--- config.mk ---
export PLATFORM = sky130hd
export DESIGN_NAME = shift_sequencer
export DESIGN_NICKNAME = d
export VERILOG_FILES = /design/src/rtl/shift_sequencer.sv
export SDC_FILE = /design/constraint.sdc
export NUM_CORES = 1
export LEC_CHECK = 0
export CORE_MARGIN = 1.5
export CORE_UTILIZATION = 47
export CTS_CLUSTER_DIAMETER = 50
export CTS_CLUSTER_SIZE = 16
export DETAILED_ROUTE_END_ITERATION = 7
export PLACE_DENSITY = 0.87
export SLEW_MARGIN = 30
export SYNTH_ARGS = -nofsm -noshare
export SYNTH_HDL_FRONTEND = slang
export SYNTH_SLANG_ARGS = --single-unit
--- constraint.sdc ---
create_clock -name clk -period 3.1 [get_ports clk]
set_input_delay 0.465 -clock clk [delete_from_list [all_inputs] [get_ports clk]]
set_output_delay 0.465 -clock clk [all_outputs]
set_load 0.01 [all_outputs]
--- src/rtl/shift_sequencer.sv ---
// Multi-step shift/rotate sequencer: runs the combinational ALU one bit per clock,
// feeding each step's value and flags back until the count runs out or the ALU stops.

package shift_sequencer_pkg;
  localparam int unsigned MC_ALUOp_t_BITS = 5;

  typedef enum logic [MC_ALUOp_t_BITS-1:0] {
    ALUOp_SELA = 5'd0,
    ALUOp_SHL  = 5'd1,
    ALUOp_SHR  = 5'd2,
    ALUOp_SAR  = 5'd3,
    ALUOp_ROL  = 5'd4,
    ALUOp_ROR  = 5'd5,
    ALUOp_RCL  = 5'd6,
    ALUOp_RCR  = 5'd7
  } alu_op_t;
endpackage

module shift_sequencer
  import shift_sequencer_pkg::*;
(
  input  logic                       clk,
  input  logic                       reset_n,
  input  logic                       start,
  input  logic [MC_ALUOp_t_BITS-1:0] op,
  input  logic                       is_8_bit,
  input  logic                       multibit,
  input  logic [15:0]                value_in,
  input  logic [4:0]                 count_in,
  input  logic [15:0]                flags_in,
  output logic [15:0]                alu_a,
  output logic [MC_ALUOp_t_BITS-1:0] alu_op,
  output logic                       alu_is_8_bit,
  output logic                       alu_multibit_shift,
  output logic [4:0]                 alu_shift_count,
  output logic [15:0]                alu_flags,
  input  logic [31:0]                alu_out,
  input  logic [15:0]                alu_flags_out,
  input  logic                       alu_busy,
  output logic [15:0]                result,
  output logic [15:0]                flags_out,
  output logic                       busy,
  output logic                       done
);

  localparam int unsigned DATA_W  = 16;
  localparam int unsigned COUNT_W = 5;

  typedef enum logic [1:0] {
    IDLE   = 2'd0,
    RUN    = 2'd1,
    FINISH = 2'd2
  } state_t;

  state_t               state, next_state;
  logic                 start_accept;
  logic                 start_zero;
  logic                 run_finish;
  logic [COUNT_W-1:0]   eff_count;
  logic [COUNT_W-1:0]   count_dec;

  // Only the low half of the ALU result is meaningful here.
  logic unused_alu_hi;
  assign unused_alu_hi = ^alu_out[31:DATA_W];

  always_ff @(posedge clk or negedge reset_n) begin
    if (!reset_n) state <= IDLE;
    else          state <= next_state;
  end

  // Next state plus the load strobes for the datapath registers.
  always_comb begin
    next_state   = state;
    start_accept = 1'b0;
    start_zero   = 1'b0;
    run_finish   = 1'b0;
    eff_count    = multibit ? count_in : COUNT_W'(1);
    count_dec    = alu_shift_count - COUNT_W'(1);
    case (state)
      IDLE: begin
        if (start) begin
          start_accept = 1'b1;
          if (eff_count == '0) begin
            start_zero = 1'b1;
            next_state = FINISH;
          end else begin
            next_state = RUN;
          end
        end
      end
      RUN: begin
        // Either condition ends the run, so a stuck alu_busy cannot hang us.
        if (!alu_busy || count_dec == '0) begin
          run_finish = 1'b1;
          next_state = FINISH;
        end
      end
      FINISH:  next_state = IDLE;
      default: next_state = IDLE;
    endcase
  end

  always_ff @(posedge clk or negedge reset_n) begin
    if (!reset_n) begin
      alu_a              <= '0;
      alu_op             <= MC_ALUOp_t_BITS'(ALUOp_SELA);
      alu_is_8_bit       <= 1'b0;
      alu_multibit_shift <= 1'b0;
      alu_shift_count    <= '0;
      alu_flags          <= '0;
      result             <= '0;
      flags_out          <= '0;
      busy               <= 1'b0;
      done               <= 1'b0;
    end else begin
      busy <= (next_state == RUN);
      done <= (next_state == FINISH);
      if (start_accept) begin
        alu_op             <= op;
        alu_is_8_bit       <= is_8_bit;
        alu_multibit_shift <= multibit;
        alu_a              <= value_in;
        alu_flags          <= flags_in;
        alu_shift_count    <= eff_count;
      end
      // A zero count completes with the operand and flags untouched.
      if (start_zero) begin
        result    <= value_in;
        flags_out <= flags_in;
      end
      if (state == RUN) begin
        alu_a           <= alu_out[DATA_W-1:0];
        alu_flags       <= alu_flags_out;
        alu_shift_count <= count_dec;
      end
      if (run_finish) begin
        result    <= alu_out[DATA_W-1:0];
        flags_out <= alu_flags_out;
      end
    end
  end

endmodule

After elaboration in Yosys (flattened, before gate mapping)
Index checks and enable logic that the tools add are counted.
Cells by class
  $add $sub $neg: 1
  muxes and demuxes: 22
  equal/unequal tests: 3
  reductions and logical operators: 7
Operators by type and width (number)
  2-to-1 mux 16 bit: 8
  2-to-1 mux 5 bit: 3
  logical NOT 5 bit: 2
  2-to-1 mux 1 bit: 7
  2-to-1 mux 2 bit: 3
  subtractor 5 x 1 -> 5 bit, second input constant: 1
  == test 2 x 1 -> 1 bit, second input constant: 2
  case mux 2 bit (2 select lines): 1
  nonzero test 2 bit: 2
  == test 2 bit, second input constant: 1
  logical NOT 2 bit: 1
  logical NOT 1 bit: 1
  logical OR 1 bit: 1
Word-level totals
  input port bits: 96
  output and inout bits: 78
  word-level logic and storage cells: 44
  bits in registers: 80

Longest topological paths before layout
  depth after elaboration: 7
  depth in mapped cells: 7
  mapped depth without buffers: 6

Worst setup path before layout
No wires, ideal clock.
  kind: register to register
  start: reg alu_shift_count[0]
  end: reg flags_out[13]
  cell stages (with the launch flop): 8
  buffers on the path: 1
  arrival time: 1.930 ns
  library setup time: 0.125 ns
  path slack: 1.045 ns
  cells stage by stage: dfrtp_1 -> inv_1 -> ha_1 -> nor2b_1 -> a31o_2 -> o21ai_4 -> buf_6 -> mux2_4
Between the ends
  word-level cells in the longest chain between the ends: 6
  elaborated cells between the ends (all ways): 7
RTL lines
  start, declared: RTL line 35  | output logic [4:0] alu_shift_count,
  start signal, assigned: RTL line 124  | alu_shift_count <= eff_count;
  start signal, assigned: RTL line 134  | alu_shift_count <= count_dec;
  subtractor 5 x 1 -> 5 bit *: RTL line 78  | count_dec = alu_shift_count - COUNT_W'(1);
  logical NOT 5 bit *: RTL line 93  | if (!alu_busy || count_dec == '0) begin
  logical OR 1 bit *: RTL line 93
  2-to-1 mux 1 bit *: RTL line 93
  2-to-1 mux 1 bit *: RTL line 79  | case (state)
  2-to-1 mux 16 bit or nonzero test 2 bit (tied branches)
  end signal, assigned: RTL line 129  | flags_out <= flags_in;
  end signal, assigned: RTL line 138  | flags_out <= alu_flags_out;
  end, declared: RTL line 41  | output logic [15:0] flags_out,
Every way passes the cells marked *; elsewhere a longest branch is shown, timed or not.
A chain may end at the register's enable or synchronous reset.

Worst setup path in the final report
  start: reg alu_shift_count[0]
  end: reg result[3]
Between the ends
  word-level cells in the longest chain between the ends: 6
  elaborated cells between the ends (all ways): 7
RTL lines
  subtractor 5 x 1 -> 5 bit *: RTL line 78
  logical NOT 5 bit *: RTL line 93
  logical OR 1 bit *: RTL line 93
  2-to-1 mux 1 bit *: RTL line 93
  2-to-1 mux 1 bit *: RTL line 79
  2-to-1 mux 16 bit or nonzero test 2 bit (tied branches)
  end signal, assigned: RTL line 128  | result <= value_in;
  end signal, assigned: RTL line 137  | result <= alu_out[DATA_W-1:0];
  end, declared: RTL line 40  | output logic [15:0] result,
Marks and branches as above.

==> flow_summary.yaml <==
status:
  status: "finished, final reports clean"
critical_path:
  path_cells: "inv_1 > ha_1 > nor2b_1 > a31o_2 > o21ai_4 > buf_4 > mux2_4"
  cp-end-kind: "register"
  cpMaxStageDelayCell: "dfrtp_1"
  worstSetupEndpoint: "result[3]"
  max_stage_delay_ns: 0.50
  path_class: "register to register"
  path_depth: 7
  cp-start-kind: "register"
  cp_max_fo: 10
  critPathArrivalTime_ns: 2.64
  reg2reg_setup_slack_ns: 0.68
  path_delay_family: "compound AO/OA/AOI/OAI gates"
  r2r_start: "alu_shift_count[0]"
  worstPathBufferInverterCount: 2
  r2r-end: "result[3]"
  cp.required_ns: 3.31
  cp-startpoint: "alu_shift_count[0]"
  rr_worst_depth: 7
die:
  start_util_pct: 48.5
  num_rows: 34
  die_w_um: 97.6
  die_h_um: 97.6
  fp.coreArea_um2: 8680
  die-area_um2: 9530
  ios: 174
finish:
  area_growth_pct: 45.4
  drive_gt1_share_pct: 12.1
  regArea_um2: 2000
  fill_cells: 659
  n_antenna_cell: 0
  fin_nets: 649
  multi_input_area_um2: 2030
logic_synthesis:
  yosys-top-cells-area: "dfrtp_1 48%, mux2i_1 9.0%, nand2_1 5.9%"
  async_flop_share_pct: 100
  syn_area_um2: 4210
  seq_area_frac_synth_pct: 47.6
  netlist.area_leader.share_pct: 47.6
  synthCells: 400
  ys.flop_type: "dfrtp_1"
  muxShareOfSynthArea_pct: 20.7
  synthXorXnorAreaFrac_pct: 0
  synth-edff-count: 0
  yosys_warnings: 0
  synth_compound_area_share_pct: 14.4
  synth_common_cells: "80 x dfrtp_1, 66 x nand2_1, 38 x mux2i_1"
  ys_seq_elements: 80
  synthesis.nets: 498
  synth_top_cell_by_area: "dfrtp_1"
  ys_types: 38
  syn_area_per_cell_um2: 10.5
  yosysMostFrequentCell: "dfrtp_1"
  synth-simple-area-share_pct: 11.7
  synthAdderAreaFrac_pct: 0.595
  synth_top_family_by_area: "multiplexers"
routing:
  avgViaCountPerCell: 5.48
  ant_nets: 0
  vias: 3633
  drt_iter0_markers: 111
  wl_mm: 11.6
  drc_errors: 0
  wire_per_inst_um: 17.4
  drt_pre_antenna_iters: 4
cts:
  cts_setup_buffers: 0
  clock_latency_ns: 0.34
  cts_tree: "yes"
  cts_made_buffers: 9
  cts_resized: 0
  cts_root_buf: "clkbuf_8"
  cts.htree.levels: 3
  hold_buffers: 0
  clkSlewWorstSetupHoldPaths_ns: 0.09
  cts_buffer_depth: 2
  cts_num_sinks: 80
sta:
  finalSetupViolCount: 0
  post-route-min-period_ns: 2.42
  worst_hold_slack_ns: 0.145
  fin_skew_ns: 0.0132
  rsz0062_at_grt: "false"
  tns_ns: 0
  fin_ws_ns: 0.678
  slew-limit-headroom_pct: 47.8
  hold_viol_final: 0
  period_share_pct: 78.1
  tightest_slew_ns: 0.780
  slew_viol_final: 0
  max_freq_ghz: 0.413
hold_path:
  hold_path_class: "primary input to asynchronous set/reset pin"
grt:
  antenna_found_initial: 0
  grt_pass1_wl_mm: 19.3
  use_met1_pct: 30.6
  grt_max_degree: 81
  grt_pass1_vias: 3950
  grt_busiest_layer: "met2"
  grt-ovfl-total: 0
  grt_usage_pct: 25.1
  use_met3_pct: 4.60
  use_met2_pct: 44.2
placement:
  numPortBuffers: 157
  dp_hpwl_mm: 8.10
  gp_congestion: 0.806
  post-place-ws_ns: 0.560
power_and_ir_drop:
  peakVddDrop_mv: 0.419
  power.leakage_uw: 0.00276
  powerDensity_nw_per_um2: 965
run:
  drv_cap: 0
## flip-flops by register name (all words and copies together) (netlist names)
signal,count
alu_flags,16
alu_op,5
alu_a,16
done,1
alu_is_8_bit,1
busy,1
alu_shift_count,5
state,2
alu_multibit_shift,1
flags_out,16
result,16
## where the power goes
part	internal, uW	total, uW	switching, uW	leakage (uW)
Combinational	1720	3110	1390	0.00169
Sequential	1570	1930	367	0.000950
Clock	493	865	371	0.000112
Total	3780	5910	2130	0.00276
## cell usage in the layout (no fill, tap or decap), types with 11 or more instances in the layout
cell type,netlist,routed
clkdlybuf4s50_1,0,156
dfrtp_1,80,80
nand2_1,66,66
mux2i_1,38,38
o21ai_0,33,33
inv_1,21,21
mux2_2,19,19
nor2_1,15,15
mux2_4,14,14
a21oi_1,13,13
nor3_1,12,12
clkbuf_8,0,11
## kinds of logic (layout without fill, tap and decap cells)
kind of cell             Yosys count  in the layout
AND/OR/NAND/NOR                  106            106
AO/OA/AOI/OAI                     89             89
flip-flops                        80             80
multiplexers                      77             77
buffers and inverters             46            201
adder cells (fa/ha/maj)            2              2
## worst min-delay path by stage
stage	cells after the start	startpoint	endpoint
2_1_floorplan	0	reset_n	alu_a[0]
3_3_place_gp	1	alu_op[3]	alu_op[3]
3_5_place_dp	1	alu_op[1]	alu_op[1]
4_1_cts	1	reset_n	alu_is_8_bit
5_1_grt	1	reset_n	alu_is_8_bit
6_report	1	reset_n	alu_flags[0]
## per-stage QoR
stage                     utilization (%)  total power, uW  instance area, um^2  std cells
after floorplan                         -             3500                 4210        400
after global placement               67.8             4900                 5880        648
after detailed placement             68.0             5070                 5900        648
after CTS                            70.5             5950                 6120        663
after global routing                 70.5             6290                 6120        663
final                                70.5             5910                 6120        663
## cell type report
type,instances,share of cell area (%)
Inverter,21,1.29
Timing Repair Buffer,165,27.1
Clock buffer,12,2.54
Sequential cell,80,32.7
Multi-Input combinational cell,274,33.1
Tap cell,108,2.21
Clock inverter,3,1.06
## worst register-to-register path, stage by stage, from the launching register on
cell and delay [ns]:
dfrtp_1 0.50, inv_1 0.08, ha_1 0.23, nor2b_1 0.18, a31o_2 0.32, o21ai_4 0.34
buf_4 0.31, mux2_4 0.32
## per-layer routing
metal / up-vias / share of wire [%]
met2: 111 / 50
li1: 1703 / -
met3: 21 / 4.8
met5: - / 0
met1: 1798 / 42
met4: 0 / 2.3
No activity file was read; power rests on OpenSTA's default activity.
